[src/rtl/pacman_arena.sv]
// Pac-Man game core: constant wall map, ticked ghosts with per-ghost direction
// priority, handshake-driven Pac-Man, candies/score/lives and the game FSM.
module pacman_arena #(
   parameter int WIDTH        = 8,
   parameter int HEIGHT       = 8,
   parameter int NUM_GHOSTS   = 2,
   parameter int LIVES        = 3,
   parameter int GHOST_PERIOD = 2,
   parameter int SCORE_W      = 8,
   localparam int XW = $clog2(WIDTH),
   localparam int YW = $clog2(HEIGHT),
   localparam int LW = $clog2(LIVES + 1),
   localparam int CW = $clog2(WIDTH * HEIGHT + 1)
) (
   input  logic                         clk,
   input  logic                         rst,
   input  logic                         start,
   input  logic                         move_valid,
   input  logic [1:0]                   move,
   output logic [XW-1:0]                pacman_x,
   output logic [YW-1:0]                pacman_y,
   output logic [NUM_GHOSTS*XW-1:0]     ghost_x,
   output logic [NUM_GHOSTS*YW-1:0]     ghost_y,
   output logic [WIDTH*HEIGHT-1:0]      walls,
   output logic [WIDTH*HEIGHT-1:0]      candies,
   output logic [SCORE_W-1:0]           score,
   output logic [LW-1:0]                lives,
   output logic [CW-1:0]                candies_left,
   output logic [2:0]                   state,
   output logic                         game_over
);

   localparam int N     = WIDTH * HEIGHT;
   localparam int IW    = $clog2(N);
   localparam int TW    = (GHOST_PERIOD > 1) ? $clog2(GHOST_PERIOD) : 1;
   localparam int MINWH = (WIDTH < HEIGHT) ? WIDTH : HEIGHT;

   typedef enum logic [2:0] {
      S_IDLE    = 3'd0,
      S_PLAY    = 3'd1,
      S_RESPAWN = 3'd2,
      S_WON     = 3'd3,
      S_LOST    = 3'd4
   } state_t;

   function automatic logic is_wall(int x, int y);
      return (x == 0) || (x == WIDTH - 1) || (y == 0) || (y == HEIGHT - 1) ||
             ((x == y) && (x >= 2) && (x <= MINWH - 3));
   endfunction

   // Directions: 0=L, 1=U, 2=R, 3=D.
   function automatic int nb_x(int x, int d);
      return (d == 0) ? x - 1 : (d == 2) ? x + 1 : x;
   endfunction

   function automatic int nb_y(int y, int d);
      return (d == 1) ? y - 1 : (d == 3) ? y + 1 : y;
   endfunction

   function automatic int move_dir(logic [1:0] m);
      case (m)
         2'b00:   return 1;
         2'b01:   return 3;
         2'b10:   return 0;
         default: return 2;
      endcase
   endfunction

   function automatic logic [N-1:0] wall_map();
      logic [N-1:0] m;
      m = '0;
      for (int unsigned x = 0; x < WIDTH; x++)
         for (int unsigned y = 0; y < HEIGHT; y++)
            m[x*HEIGHT + y] = is_wall(int'(x), int'(y));
      return m;
   endfunction

   function automatic logic [NUM_GHOSTS*XW-1:0] ghost_x0();
      logic [NUM_GHOSTS*XW-1:0] v;
      v = '0;
      for (int unsigned g = 0; g < NUM_GHOSTS; g++) v[g*XW +: XW] = XW'(WIDTH - 2);
      return v;
   endfunction

   function automatic logic [NUM_GHOSTS*YW-1:0] ghost_y0();
      logic [NUM_GHOSTS*YW-1:0] v;
      v = '0;
      for (int unsigned g = 0; g < NUM_GHOSTS; g++) v[g*YW +: YW] = YW'(HEIGHT - 2 - int'(g));
      return v;
   endfunction

   localparam logic [N-1:0]             WALLS  = wall_map();
   localparam logic [N-1:0]             CANDY0 = ~WALLS & ~(N'(1) << (HEIGHT + 1));
   localparam logic [NUM_GHOSTS*XW-1:0] GX0    = ghost_x0();
   localparam logic [NUM_GHOSTS*YW-1:0] GY0    = ghost_y0();
   localparam logic [XW-1:0]            PX0    = XW'(1);
   localparam logic [YW-1:0]            PY0    = YW'(1);
   localparam logic [CW-1:0]            LEFT0  = CW'((WIDTH - 2) * (HEIGHT - 2) - (MINWH - 4) - 1);

   state_t                   state_q, state_d;
   logic [XW-1:0]            pac_x_q, pac_x_d, pac_nx;
   logic [YW-1:0]            pac_y_q, pac_y_d, pac_ny;
   logic [NUM_GHOSTS*XW-1:0] gx_q, gx_d, gx_nxt;
   logic [NUM_GHOSTS*YW-1:0] gy_q, gy_d, gy_nxt;
   logic [N-1:0]             candies_q, candies_d;
   logic [SCORE_W-1:0]       score_q, score_d;
   logic [LW-1:0]            lives_q, lives_d;
   logic [CW-1:0]            left_q, left_d;
   logic [TW-1:0]            tick_q, tick_d;
   logic                     ghost_tick, collide;
   logic [IW-1:0]            pac_idx;

   always_comb begin
      pac_nx = pac_x_q;
      pac_ny = pac_y_q;
      if (move_valid && !is_wall(nb_x(int'(pac_x_q), move_dir(move)),
                                 nb_y(int'(pac_y_q), move_dir(move)))) begin
         pac_nx = XW'(nb_x(int'(pac_x_q), move_dir(move)));
         pac_ny = YW'(nb_y(int'(pac_y_q), move_dir(move)));
      end
      pac_idx    = IW'(int'(pac_nx) * HEIGHT + int'(pac_ny));
      ghost_tick = (tick_q == TW'(GHOST_PERIOD - 1));
      gx_nxt     = gx_q;
      gy_nxt     = gy_q;
      collide    = 1'b0;
      for (int unsigned g = 0; g < NUM_GHOSTS; g++) begin
         // Scan priorities lowest-first so the highest free direction is written last.
         if (ghost_tick) begin
            for (int unsigned k = 4; k > 0; k--) begin
               if (!is_wall(nb_x(int'(gx_q[g*XW +: XW]), int'((g + k - 1) % 4)),
                            nb_y(int'(gy_q[g*YW +: YW]), int'((g + k - 1) % 4)))) begin
                  gx_nxt[g*XW +: XW] = XW'(nb_x(int'(gx_q[g*XW +: XW]), int'((g + k - 1) % 4)));
                  gy_nxt[g*YW +: YW] = YW'(nb_y(int'(gy_q[g*YW +: YW]), int'((g + k - 1) % 4)));
               end
            end
         end
         if ((gx_nxt[g*XW +: XW] == pac_nx && gy_nxt[g*YW +: YW] == pac_ny) ||
             (gx_nxt[g*XW +: XW] == pac_x_q && gy_nxt[g*YW +: YW] == pac_y_q &&
              gx_q[g*XW +: XW] == pac_nx && gy_q[g*YW +: YW] == pac_ny))
            collide = 1'b1;
      end
   end

   always_comb begin
      state_d   = state_q;
      pac_x_d   = pac_x_q;
      pac_y_d   = pac_y_q;
      gx_d      = gx_q;
      gy_d      = gy_q;
      candies_d = candies_q;
      score_d   = score_q;
      lives_d   = lives_q;
      left_d    = left_q;
      tick_d    = tick_q;
      case (state_q)
         S_IDLE: if (start) state_d = S_PLAY;
         S_PLAY: begin
            if (collide) begin
               lives_d = lives_q - 1'b1;
               pac_x_d = PX0;
               pac_y_d = PY0;
               gx_d    = GX0;
               gy_d    = GY0;
               tick_d  = '0;
               state_d = (lives_q == LW'(1)) ? S_LOST : S_RESPAWN;
            end else begin
               pac_x_d = pac_nx;
               pac_y_d = pac_ny;
               gx_d    = gx_nxt;
               gy_d    = gy_nxt;
               tick_d  = ghost_tick ? '0 : tick_q + 1'b1;
               if (candies_q[pac_idx]) begin
                  candies_d[pac_idx] = 1'b0;
                  left_d             = left_q - 1'b1;
                  if (score_q != '1) score_d = score_q + 1'b1;
                  if (left_q == CW'(1)) state_d = S_WON;
               end
            end
         end
         S_RESPAWN: state_d = S_PLAY;
         S_WON, S_LOST: begin
            if (start) begin
               state_d   = S_IDLE;
               pac_x_d   = PX0;
               pac_y_d   = PY0;
               gx_d      = GX0;
               gy_d      = GY0;
               candies_d = CANDY0;
               score_d   = '0;
               lives_d   = LW'(LIVES);
               left_d    = LEFT0;
               tick_d    = '0;
            end
         end
         default: state_d = S_IDLE;
      endcase
   end

   always_ff @(posedge clk) begin
      if (rst) begin
         state_q   <= S_IDLE;
         pac_x_q   <= PX0;
         pac_y_q   <= PY0;
         gx_q      <= GX0;
         gy_q      <= GY0;
         candies_q <= CANDY0;
         score_q   <= '0;
         lives_q   <= LW'(LIVES);
         left_q    <= LEFT0;
         tick_q    <= '0;
      end else begin
         state_q   <= state_d;
         pac_x_q   <= pac_x_d;
         pac_y_q   <= pac_y_d;
         gx_q      <= gx_d;
         gy_q      <= gy_d;
         candies_q <= candies_d;
         score_q   <= score_d;
         lives_q   <= lives_d;
         left_q    <= left_d;
         tick_q    <= tick_d;
      end
   end

   assign pacman_x     = pac_x_q;
   assign pacman_y     = pac_y_q;
   assign ghost_x      = gx_q;
   assign ghost_y      = gy_q;
   assign walls        = WALLS;
   assign candies      = candies_q;
   assign score        = score_q;
   assign lives        = lives_q;
   assign candies_left = left_q;
   assign state        = state_q;
   assign game_over    = (state_q == S_WON) || (state_q == S_LOST);

endmodule

[config.mk]
export PLATFORM = sky130hd
export DESIGN_NAME = pacman_arena
export DESIGN_NICKNAME = d
export VERILOG_FILES = /design/src/rtl/pacman_arena.sv
export SDC_FILE = /design/constraint.sdc
export NUM_CORES = 1
export LEC_CHECK = 0
export ABC_AREA = 1
export CORE_UTILIZATION = 25
export CTS_BUF_LIST = sky130_fd_sc_hd__clkbuf_8
export CTS_CLUSTER_DIAMETER = 60
export DETAILED_ROUTE_END_ITERATION = 7
export HOLD_SLACK_MARGIN = 0.08
export PLACE_DENSITY = 0.45
export RECOVER_POWER = 50
export SLEW_MARGIN = 20
export SYNTH_ARGS = -nofsm -noshare
export SYNTH_HDL_FRONTEND = slang
export SYNTH_SLANG_ARGS = --single-unit
[constraint.sdc]
create_clock -name clk -period 4.28 [get_ports clk]
set_clock_uncertainty 0.1 [all_clocks]
set_input_delay 0.642 -clock clk [delete_from_list [all_inputs] [get_ports clk]]
set_output_delay 0.642 -clock clk [all_outputs]
set_load 0.01 [all_outputs]
# [After elaboration in Yosys (flattened, before gate mapping)]
# Cells that the tools add are included.
[op_classes] n_addsub=17 magnitude_cmp=16 n_eq_ne=58 n_mux=73 bitwise_logic=2 reduce_logical=91
[op_table] operator="32-bit zero test" count=12
[op_table] operator="32-bit by 4-bit == test with 1-bit output (second input constant)" count=10
[op_table] operator="64-bit two-way mux" count=3
[op_table] operator="32-bit by 3-bit >= comparator with 1-bit output (second input constant)" count=5
[op_table] operator="32-bit by 4-bit <= comparator with 1-bit output (second input constant)" count=5
[op_table] operator="32-bit by 3-bit == test with 1-bit output (second input constant)" count=4
[op_table] operator="32-bit by 4-bit == test with 1-bit output" count=4
[op_table] operator="4-bit by 32-bit == test with 1-bit output" count=4
[op_table] operator="64-bit one-hot mux with 2 select lines" count=1
[op_table] operator="3-bit two-way mux" count=32
[op_table] operator="32-bit two-way mux" count=3
[op_table] operator="64-bit AND" count=1
[op_table] operator="32-bit by 2-bit == test with 1-bit output (second input constant)" count=2
[op_table] operator="64-bit inverter" count=1
[op_table] operator="1-bit logical OR" count=37
[op_table] operator="3-bit == test" count=12
[op_table] operator="32-bit == test" count=1
[op_table] operator="8-bit two-way mux" count=4
[op_table] operator="1-bit logical AND" count=28
[op_table] operator="3-bit by 1-bit adder with 4-bit output (second input constant)" count=6
[op_table] operator="6-bit two-way mux" count=4
[op_table] operator="6-bit one-hot mux with 2 select lines" count=2
[op_table] operator="3-bit by 1-bit subtractor with 4-bit output (second input constant)" count=6
[op_table] operator="7-bit two-way mux" count=3
[op_table] operator="39 further kinds" count=67
[totals] reg_bits=103 inputBits=6 output_inout_bits=167 word_cells=267

# [Logic depth before layout (Yosys ltp)]
[depth] depth_word=27 depth_mapped=30 depth_no_buf=27

# [Least setup slack after synthesis]
# No wires, ideal clock.
[synth_path] path_kind="reg-to-reg" start="register pac_y_q[0], in the netlist pacman_y[0]" end="register candies_q[16], in the netlist candies[16]" setup_time_ps=113 arrival_ps=3178 t_required_ps=4067 setup_slack_ps=889 path_stages_with_launch=26 synth_period_minus_slack_ps=3391 cell_sequence="dfxtp_1 > buf_4 > inv_2 > ha_1 > nand3b_1 > inv_1 > nor2_2 > nand3_1 > nand3_1 > nand2_1 > nor2_8 > nand2_2 > buf_8 > nand2_2 > nand2_2 > buf_6 > xnor2_1 > nand3_1 > nor2_1 > nor2_2 > nand3_2 > nand2_4 > nand3_4 > buf_8 > o21ai_1 > inv_1"
[synth_between] elab_chain_cells=20
[synth_lines] element="start: declaration" line="102" source="logic [YW-1:0] pac_y_q, pac_y_d, pac_ny;"
[synth_lines] element="start signal: assignment" line="214" source="pac_y_q <= pac_y_d;"
[synth_lines] element="3-bit by 1-bit adder with 4-bit output" line="57" source="return (d == 1) ? y - 1 : (d == 3) ? y + 1 : y;"
[synth_lines] element="4-bit two-way mux" line="57"
[synth_lines] element="32-bit two-way mux" line="57"
[synth_lines] element="32-bit == test or 32-bit zero test (tied branches)" line="48, 47"
[synth_lines] element="1-bit logical AND or 1-bit logical OR (tied branches) (2 in a row)" line="48, 47"
[synth_lines] element="1-bit logical OR" line="47" source="return (x == 0) || (x == WIDTH - 1) || (y == 0) || (y == HEIGHT - 1) ||"
[synth_lines] element="1-bit zero test" line="116" source="if (move_valid && !is_wall(nb_x(int'(pac_x_q), move_dir(move)),"
[synth_lines] element="1-bit logical AND" line="116"
[synth_lines] element="(+3 left out)"
[synth_lines] element="1-bit logical AND (implied by the code)" line="173" source="candies_d[pac_idx] = 1'b0;"
[synth_lines] element="1-bit two-way mux (implied by the code)" line="173"
[synth_lines] element="1-bit demux with 6-bit select" line="173"
[synth_lines] element="64-bit inverter (no line)"
[synth_lines] element="64-bit AND (no line)"
[synth_lines] element="64-bit two-way mux" line="172" source="if (candies_q[pac_idx]) begin"
[synth_lines] element="64-bit two-way mux" line="158" source="if (collide) begin"
[synth_lines] element="64-bit one-hot mux with 2 select lines" line="155" source="case (state_q)"
[synth_lines] element="end signal: assignment" line="217" source="candies_q <= candies_d;"
[synth_lines] element="end: declaration" line="105" source="logic [N-1:0] candies_q, candies_d;"
# Parallel ways exist; a longest one is shown, timed or not. The select of a mux whose other input is x is not followed.
# A chain may end at the register's enable or synchronous reset.

# [Worst setup path after layout]
[layout_path] start="input move[1]" end="register candies_q[18], in the netlist candies[18]"
[layout_between] elab_chain_cells=23
[layout_lines] element="start: declaration" line="19" source="input logic [1:0] move,"
[layout_lines] element="2-bit == test, or another cell as far along" line="61" source="case (m)"
[layout_lines] element="2-bit one-hot mux with 3 select lines (*)" line="61"
[layout_lines] element="parallel branches: the longest is 21 deep, another holds 32-bit by 3-bit >= comparator with 1-bit output"
# Mark *: on every way between the ends. The select of a mux whose other input is x is not followed.

==> metrics <==
M1 GR Usage=0.246; Routed WL=31300 um; Critical Path RT=4460 ps; initial antenna violation count=0; RePlAce Congestion=between 0.8 and 0.9; grt met2 use=0.273; end of the worst hold path=candies[36]; CTS tree=done; Cells after Synth=about 1500; first-pass GRT wire length=49900 um; Synth Area per Inst=6.10 um^2; Worst Min Path Start=candies[36]; Setup CP Type=in -> reg; # diodes=0; Num CTS Buffers=9; worst hold stages=2; Final HPWL DP=23100 um; Sw Share=0.526; count of final hold-check violations=0; met3 Use GR=0.0220; Initial Utilization=0.256; Yosys warnings=0; die width=191 um; Final Non-Filler Cells=2060; Tcrit/Tclk final=0.914; GRT Residual Overflow=0; Die H=~190 um; Hold Path Class=reg -> reg; cell total after placement=about 2000; Clock Sinks=103; FF-to-FF Start=pacman_x[0]; area grow syn2layout=21.6%; design area=0.0109 mm^2; Max-Cap Viols=0; FMAX=256 MHz; CP startpoint=move[1]; Final setup viols=0; H-tree Lvls=3; worst reg2reg path endpoint=candies[18]; layout cell share with drive strength beyond 1=0.0984; clk root buf=clkbuf_8; worst skew pair latency=390 ps; Worst-path clk slew=around 120 ps; clock buffer depth=2; wire length per cell=15.2 um; Synth Cell Area=0.00894 mm^2; IO Count=173; vias=9488; vias in the first global route=roughly 9000; R2R depth=26; Arr. time, crit path=4090 ps; die area=~0.037 mm^2; clock share of power=0.109; Sequential Power Share=0.217; pwr dens=just under 600 mW/mm^2; first-pass iteration count of the detailed router=5; DRC viols=0; Initial DRC Count=560; Comb pwr share=0.673; busiest layer in global routing=met2; post-layout util=0.312; total chip power=6.37 mW; setup TNS=0 ps; Yosys cell types=47; antenna-violating nets left=0; worst-margin pin slew=1000 ps; status=complete, no violations; P_sw=around 3.3 mW; Placement Cell Area=0.0107 mm^2; largest vdd supply drop=approximately 0.25 mV; final period demand of the worst path=3910 ps; Filler cells=approximately 3900; RSZ-0062 raised after global routing=false; GR Util All Layers=0.172; CP Max Fanout=61; relative slew slack=0.332; site row count=slightly below 70; total core area=about 0.035 mm^2; Setup crit end kind=flop; sequential area share after synthesis=0.231; largest net degree at the start of global routing=62; Final nets=1640; Max Slew Vio Count=0; P_int=between 3 and 4 mW; CP startpoint kind=input pin; leak pwr=5.37 nW; R2R Setup Slk=390 ps; synthesis-stage register bit count=103; DR vias/cell=roughly 4.6; input/output buffers=108
cells in the mapped netlist, drive strengths merged:
library cell / n / area (um^2)
and2: 1 / 6.26
nand3b: 3 / 22.5
dfxtp: 103 / 2060
a21o: 1 / 7.51
a21oi: 29 / 145
nand2: 457 / 1810
a21boi: 1 / 7.51
or2: 3 / 18.8
o21bai: 1 / 7.51
dlygate4sd1: 6 / 52.6
inv: 172 / 648
ha: 34 / 425
o21ai: 90 / 469
xnor2: 14 / 123
clkbuf: 18 / 68.8
nand4: 70 / 438
nor2: 139 / 571
conb: 2 / 7.51
buf: 106 / 795
dlygate4sd3: 1 / 10.0
nor4: 1 / 6.26
and3: 1 / 6.26
o211ai: 13 / 103
mux2i: 1 / 10.0
xor2: 19 / 166
clkinv: 1 / 3.75
nor3: 4 / 20.0
nand3: 174 / 923
a41oi: 1 / 8.76
per-layer routing:
metal	wire, um	vias up
met5	0	-
met4	427	0
met3	1350	30
met2	14100	257
met1	15500	4381
li1	-	4820
what timing repair did:
action | in CTS | in global routing
gates resized for setup | 0 | 3
endpoints found under the setup margin | 0 | 8
buffers inserted | 0 | 0
hold buffers | 0 | 0
power by group through the flow:
stage	logic, mW	clock network [mW]	registers (mW)
after detailed placement	4.33	0	1.41
after CTS	4.35	0.714	1.40
after global routing	4.80	0.752	1.42
after floorplan	2.86	0	1.41
final	4.29	0.697	1.39
after global placement	4.33	0	1.42
cells in the final DEF (no fill, tap or decap), types with 3 or more instances in the layout:
master | netlist | layout
nand2_1 | 429 | 429
nand3_1 | 168 | 168
inv_1 | 163 | 162
nor2_1 | 129 | 128
dfxtp_1 | 103 | 103
dlygate4sd3_1 | 1 | 96
nand4_1 | 70 | 70
buf_4 | 77 | 68
o21ai_0 | 64 | 64
conb_1 | 2 | 64
ha_1 | 34 | 34
a21oi_1 | 29 | 28
nand2_2 | 23 | 23
o21ai_1 | 23 | 23
xor2_1 | 19 | 19
xnor2_1 | 14 | 14
o211ai_1 | 12 | 12
clkdlybuf4s50_1 | 0 | 12
clkbuf_8 | 0 | 10
buf_12 | 0 | 10
inv_2 | 8 | 9
nor2_2 | 7 | 8
nand2_4 | 5 | 5
clkbuf_1 | 17 | 5
nor3_1 | 4 | 4
nand3b_1 | 3 | 3
nand3_4 | 3 | 3
nand3_2 | 3 | 3
or2_2 | 3 | 3
inv_6 | 0 | 3
flip-flops by register name, indices dropped and copies added, names as in the netlist:
| name | cells |
|---|---|
| ghost_y | 6 |
| pacman_y | 3 |
| ghost_x | 6 |
| state | 3 |
| candies_left | 7 |
| lives | 2 |
| pacman_x | 3 |
| score | 8 |
| candies | 64 |
| ghost_tick | 1 |
logic make-up (layout without fill, tap and decap cells):
family                   Yosys count  after routing  share of synthesized area
AO/OA/AOI/OAI                    136            136                     0.0837
XOR/XNOR                          33             33                     0.0323
adder cells (fa/ha/maj)           34             34                     0.0476
buffers and inverters            304            381                      0.176
flip-flops                       103            103                      0.231
multiplexers                       1              1                    0.00112
other                              2             64                   0.000840
AND/OR/NAND/NOR                  853            853                      0.427
critical path, cell delays in order:
cell             delay, ps
clkdlybuf4s50_1        460
buf_4                  180
inv_2                   50
nor2_1                 140
nand2_1                 80
o211ai_2               110
nor2_1                  70
nand2_1                 70
nand2_1                120
nor2_8                 180
nand2_2                150
nand2_1                 90
nand2_1                120
nor2_2                 180
buf_12                 150
nand3_1                110
nand4_1                180
nand2_1                 70
nand2_1                 60
nor2_1                  40
buf_4                  130
nand3_4                120
buf_16                 250
nand4_1                140
nand2_1                 80
nor2_1                  30
layout make-up:
type	count	area (um^2)	share of cell area
clock buffers	10	138	0.0127
clock inverters	6	73.8	0.00679
inverters	173	652	0.0599
multi-input cells	1121	5540	0.510
flip-flops and latches	103	2060	0.190
well taps	455	569	0.0524
repair buffers	192	1840	0.169
worst max path at each step:
stage                             end
after floorplan           candies[16]
after global placement       state[2]
after detailed placement     state[2]
after CTS                    state[2]
after global routing      candies[36]
final                     candies[18]
stage by stage:
step	hold slack [ps]	setup WS, ps
2_1_floorplan	373	889
3_3_place_gp	356	-71.6
3_5_place_dp	357	-84.1
4_1_cts	373	310
5_1_grt	404	1.97
6_report	367	367
Note: power is estimated with default switching activity, not from simulation.
